--- src/rtl/int_ctrl_pkg.sv ---
// Shared types, register offsets and bit positions for the interrupt controller.
package int_ctrl_pkg;

    // Controller FSM; the encoding is visible to software through STATUS.
    typedef enum logic [1:0] {
        ST_IDLE    = 2'd0,
        ST_REQ     = 2'd1,
        ST_SERVICE = 2'd2
    } state_e;

    // Register window offsets (reg_sel).
    localparam logic [1:0] REG_PENDING = 2'd0;
    localparam logic [1:0] REG_MASK    = 2'd1;
    localparam logic [1:0] REG_ACTIVE  = 2'd2;
    localparam logic [1:0] REG_STATUS  = 2'd3;

    // ACTIVE: {28'b0, busy, active_id}
    localparam int ACTIVE_ID_LSB   = 0;
    localparam int ACTIVE_BUSY_BIT = 3;

    // STATUS: {29'b0, state[1:0], int_req}
    localparam int STATUS_REQ_BIT   = 0;
    localparam int STATUS_STATE_LSB = 1;

    // Lowest set index of an 8-bit vector; 0 when the vector is empty.
    function automatic logic [2:0] lowest_idx(input logic [7:0] v);
        logic [2:0] idx;
        idx = 3'd0;
        for (int i = 7; i >= 0; i--) begin
            if (v[i]) idx = 3'(i);
        end
        return idx;
    endfunction

endpackage

--- src/rtl/irq_sync_edge.sv ---
// Two-flop synchronizer plus edge register for one asynchronous interrupt line.
// edge_o is a one-cycle pulse on a synchronised rising edge.
module irq_sync_edge (
    input  logic clk,
    input  logic rst,
    input  logic irq_i,
    output logic edge_o
);

    logic s1_q, s2_q, s3_q;

    // Synchronizer chain and edge-detect history, cleared by reset.
    always_ff @(posedge clk) begin
        if (!rst) begin
            s1_q <= 1'b0;
            s2_q <= 1'b0;
            s3_q <= 1'b0;
        end else begin
            s1_q <= irq_i;
            s2_q <= s1_q;
            s3_q <= s2_q;
        end
    end

    assign edge_o = s2_q & ~s3_q;

endmodule

--- src/rtl/int_controller.sv ---
// Prioritised, non-nesting interrupt controller: pending/mask registers,
// lowest-index-wins selection, request/ack/rfe FSM and a small register window.
// Handshake: int_req stays high from the IDLE->REQ edge until the edge that
// samples int_ack; int_ack counts only in REQ and rfe only in SERVICE.
module int_controller
    import int_ctrl_pkg::*;
#(
    parameter int          N_SRC      = 4,
    parameter logic [31:0] VEC_BASE   = 32'h0000_0100,
    parameter logic [31:0] VEC_STRIDE = 32'h0000_0008
) (
    input  logic             clk,
    input  logic             rst,
    input  logic [N_SRC-1:0] irq_in,
    output logic             int_req,
    output logic [31:0]      int_vector,
    input  logic             int_ack,
    input  logic             rfe,
    output logic [2:0]       active_id,
    input  logic [1:0]       reg_sel,
    input  logic             reg_wr,
    input  logic [31:0]      reg_wdata,
    output logic [31:0]      reg_rdata
);

    state_e             state_q, state_d;
    logic [N_SRC-1:0]   pending_q, pending_d;
    logic [N_SRC-1:0]   mask_q, mask_d;
    logic [2:0]         active_id_q, active_id_d;
    logic [31:0]        vector_q, vector_d;
    logic               int_req_q, int_req_d;
    logic [N_SRC-1:0]   edge_w;
    logic [7:0]         pend_en;
    logic [7:0]         ack_clr;
    logic [N_SRC-1:0]   w1c;
    logic               busy;
    logic               unused_wdata;

    assign unused_wdata = ^reg_wdata;

    for (genvar i = 0; i < N_SRC; i++) begin : g_src
        irq_sync_edge u_sync (
            .clk    (clk),
            .rst    (rst),
            .irq_i  (irq_in[i]),
            .edge_o (edge_w[i])
        );
    end

    // FSM next state; the winning source and its vector are frozen on IDLE->REQ.
    always_comb begin
        state_d     = state_q;
        active_id_d = active_id_q;
        vector_d    = vector_q;
        ack_clr     = '0;
        pend_en     = '0;
        pend_en[N_SRC-1:0] = pending_q & mask_q;
        case (state_q)
            ST_IDLE: begin
                if (|pend_en) begin
                    active_id_d = lowest_idx(pend_en);
                    vector_d    = VEC_BASE + 32'(active_id_d) * VEC_STRIDE;
                    state_d     = ST_REQ;
                end
            end
            ST_REQ: begin
                if (int_ack) begin
                    ack_clr[active_id_q] = 1'b1;
                    state_d              = ST_SERVICE;
                end
            end
            ST_SERVICE: begin
                if (rfe) state_d = ST_IDLE;
            end
            default: state_d = ST_IDLE;
        endcase
        int_req_d = (state_d == ST_REQ);
    end

    // Pending/mask update; a fresh edge always beats a W1C or ack clear.
    always_comb begin
        w1c       = (reg_wr && reg_sel == REG_PENDING) ? reg_wdata[N_SRC-1:0] : '0;
        pending_d = (pending_q & ~w1c & ~ack_clr[N_SRC-1:0]) | edge_w;
        mask_d    = (reg_wr && reg_sel == REG_MASK) ? reg_wdata[N_SRC-1:0] : mask_q;
    end

    // State and register file, synchronous active-low reset.
    always_ff @(posedge clk) begin
        if (!rst) begin
            state_q     <= ST_IDLE;
            pending_q   <= '0;
            mask_q      <= '0;
            active_id_q <= 3'd0;
            vector_q    <= VEC_BASE;
            int_req_q   <= 1'b0;
        end else begin
            state_q     <= state_d;
            pending_q   <= pending_d;
            mask_q      <= mask_d;
            active_id_q <= active_id_d;
            vector_q    <= vector_d;
            int_req_q   <= int_req_d;
        end
    end

    assign busy       = (state_q == ST_SERVICE);
    assign int_req    = int_req_q;
    assign int_vector = vector_q;
    assign active_id  = active_id_q;

    // Combinational register read mux; unused upper bits read 0.
    always_comb begin
        reg_rdata = 32'd0;
        case (reg_sel)
            REG_PENDING: reg_rdata = 32'(pending_q);
            REG_MASK:    reg_rdata = 32'(mask_q);
            REG_ACTIVE: begin
                reg_rdata[ACTIVE_ID_LSB +: 3] = active_id_q;
                reg_rdata[ACTIVE_BUSY_BIT]    = busy;
            end
            REG_STATUS: begin
                reg_rdata[STATUS_REQ_BIT]        = int_req_q;
                reg_rdata[STATUS_STATE_LSB +: 2] = state_q;
            end
            default: reg_rdata = 32'd0;
        endcase
    end

endmodule

--- config.mk ---
export PLATFORM = sky130hd
export DESIGN_NAME = int_controller
export DESIGN_NICKNAME = d
export VERILOG_FILES = /design/src/rtl/int_ctrl_pkg.sv /design/src/rtl/irq_sync_edge.sv /design/src/rtl/int_controller.sv
export SDC_FILE = /design/constraint.sdc
export NUM_CORES = 1
export LEC_CHECK = 0
export CAP_MARGIN = 15
export CORE_MARGIN = 8
export CORE_UTILIZATION = 31
export DETAILED_ROUTE_END_ITERATION = 8
export PLACE_DENSITY = 0.76
export SYNTH_ARGS = -nofsm -noshare
export SYNTH_HDL_FRONTEND = slang
export SYNTH_SLANG_ARGS = --single-unit
--- constraint.sdc ---
create_clock -name clk -period 1.1 [get_ports clk]
set_input_delay 0.11 -clock clk [delete_from_list [all_inputs] [get_ports clk]]
set_output_delay 0.11 -clock clk [all_outputs]
set_load 0.005 [all_outputs]
==> flow_summary_export.csv <==
group,metric,value,unit
clock_tree,clockBufferDepth,2,
synthesis,yosysSeqAreaShare,33.7,%
flow_run,drv_cap,0,
synthesis,syn_area_per_cell,9.01,sq um
routing,via_per_inst,4.15,
timing,finalSetupViolCount,11,
global_routing,grt_pass1_vias,1104,
synthesis,synth-edff-count,0,
global_routing,overflow,0,
routing,first_pass_iters,4,
synthesis,synth_ff_type,"dfxtp_1",
synthesis,synth_top_area_share,33.7,%
clock_tree,clock-root-buffer,"clkbuf_8",
timing,min_period_over_period,122,%
setup_path,critical_path.max_fanout,3,
place,dpl.hpwl,2750,microns
timing,slew_violations,0,
synthesis,synth_area_leaders,"dfxtp_1 34%, buf_4 31%, and2_1 4.2%",
finish,area_growth,30.1,%
power,ir_drop,642,uV
routing,remaining_drc_errors,0,
timing,worst_slack,-0.237,ns
die,die_width,85.2,microns
die,core-area,4660,sq um
setup_path,critPathArrivalTime,1.23,ns
finish,antenna_cells,0,
timing,setup_tns,-1.13,ns
synthesis,synth_seq_cells,25,
finish,layout-drive-gt1-share,34.3,%
clock_tree,clock_latency,0.27,ns
place,place_worst_setup_slack,-0.723,ns
power,leakage,0.000946,uW
global_routing,antenna_found_initial,0,
timing,skew,0.00452,ns
die,num_io_pins,111,
routing,postRouteWirelength,3730,microns
synthesis,synth_cells,165,
setup_path,path_class,"register to output port",
clock_tree,htree_levels,1,
timing,max_freq,748,MHz
timing,rsz0062_at_grt,"yes",
routing,vias,1108,
synthesis,synthArstFlopShare,0,%
die,die_h,85.2,microns
min_path,hold_class,"primary input to register",
timing,fin_crit,1.34,ns
global_routing,grtUsageTotal,9.02,%
place,place_congestion,0.869,
synthesis,netlist_area,1490,sq um
place,io_buffer_count,23,
synthesis,yosysUniqueCellTypes,34,
global_routing,grt_pass1_wl,5370,microns
die,start_util,31.9,%
clock_tree,cts_inserted_buffers,3,
die,num_rows,25,
clock_tree,cts.sinks,25,
place,place_area,1710,sq um
power,powerDensity,938,nW/um^2
routing,drt.antenna.violating_nets,0,
synthesis,yosysWarnings,0,
setup_path,start_kind,"register",
die,die_area,7270,sq um
run_status,violations,"negative setup slack",
setup_path,worstPathRequired,0.99,ns
finish,design_area,1930,sq um
routing,wl_per_cell,14.0,microns
clock_tree,cts_tree,"yes",
finish,layout.nets,257,
clock_tree,clkTransAtPathRegs,0.09,ns
synthesis,yosysTopAreaCell,"dfxtp_1",
setup_path,crit_path_end_kind,"output port",
routing,drt_iter0_markers,62,
global_routing,grt_max_degree,17,
timing,hold_viol,0,
run_status,status,"finished with violations",
[final timing paths]
kind | start | to | slack, ns | cells after the start
hold reg to reg | g_src[3].u_sync.s3_q | pending_q[3] | 0.42 | 1
setup reg to reg | active_id[1] | pending_q[2] | -0.21 | 4
hold / removal | irq_in[0] | g_src[0].u_sync.s1_q | 0.41 | 2
setup / recovery | state_q[0] | reg_rdata[1] | -0.24 | 2
[cells in the mapped netlist, types with 2 or more instances]
library cell and count:
nor3b_1 3, and2_1 10, nor2b_1 4, nand3_1 2
buf_4 62, buf_2 3, o21a_1 3, conb_1 2
nor2_1 2, a221oi_1 3, o21ai_0 3, nand2_1 11
a21oi_1 2, clkbuf_1 2, mux2i_1 6, inv_1 5
dfxtp_1 25
[area by class of cell]
type	count	area, sq um
repair buffers	54	485
inverters	6	22.5
fillers	456	2730
flip-flops and latches	25	520
well taps	54	67.6
clock buffers	3	41.3
multi-input cells	124	787
clock inverters	1	8.76
[routing by layer]
layer  wire [microns]  global-route usage (%)  share of wire [%]  vias to the layer above
met2             1870                    16.3                 50                       71
met3              446                    3.96                 12                       11
met5                0                       0                  0                        -
met1             1300                    9.41                 35                      500
li1                 -                       -                  -                      526
met4              114                    1.62                3.1                        0
[metrics by stage]
step / hold WS (ns) / utilization [%] / instances / total power (uW)
after CTS: 0.401 / 39.3 / 263 / 1800
after global routing: 0.405 / 41.5 / 267 / 1920
after floorplan: 0.237 / - / 222 / 1250
final: 0.408 / 41.5 / 267 / 1810
after detailed placement: 0.413 / 36.6 / 256 / 1240
after global placement: 0.403 / 36.6 / 256 / 1230
[power breakdown]
part           switching [uW]  total [uW]  internal [uW]
Combinational             152         301            149
Sequential               16.3         950            934
Clock                     297         563            265
Total                     466        1810           1350
[worst max-delay path, cell delays in order, from the launching register on]
cell	delay (ns)
dfxtp_2	0.35
mux4_2	0.46
buf_2	0.14
[registers in the layout (all words and copies together), names as in the netlist]
| signal | count |
|---|---|
| int_req | 1 |
| g_src.u_sync.s3_q | 4 |
| mask_q | 4 |
| g_src.u_sync.s1_q | 4 |
| state_q | 2 |
| active_id | 2 |
| g_src.u_sync.s2_q | 4 |
| pending_q | 4 |
[kinds of logic after synthesis]
kind of cell    after synthesis  synth area share (%)
flops                        25                  33.7
buf+inv                      73                  34.3
mux                           8                  7.32
other cells                   2                 0.505
simple gates                 38                  14.6
compound gates               19                  9.51
[cells in the final DEF (no fill, tap or decap), types with 2 or more instances in the layout]
cell,netlist,final
conb_1,2,59
buf_4,62,21
dfxtp_1,25,15
clkdlybuf4s50_1,0,12
buf_6,0,11
and2_1,10,10
nand2_1,11,7
dfxtp_2,0,7
mux2i_1,6,6
inv_1,5,5
nand2_2,0,4
nor2b_1,4,4
buf_2,3,4
a221oi_2,0,3
o21a_1,3,3
dfxtp_4,0,3
clkbuf_8,0,3
clkdlybuf4s15_1,0,3
nand3_1,2,2
mux4_2,1,2
a21oi_1,2,2
nor3b_1,3,2
[what timing repair did]
item                       in CTS  in global routing
setup endpoints to repair      21                 18
hold buffers                    0                  0
pin swaps                       6                  7
gates resized for setup        56                 21
buffers inserted                4                  4
(Power assumes the default switching activity.)
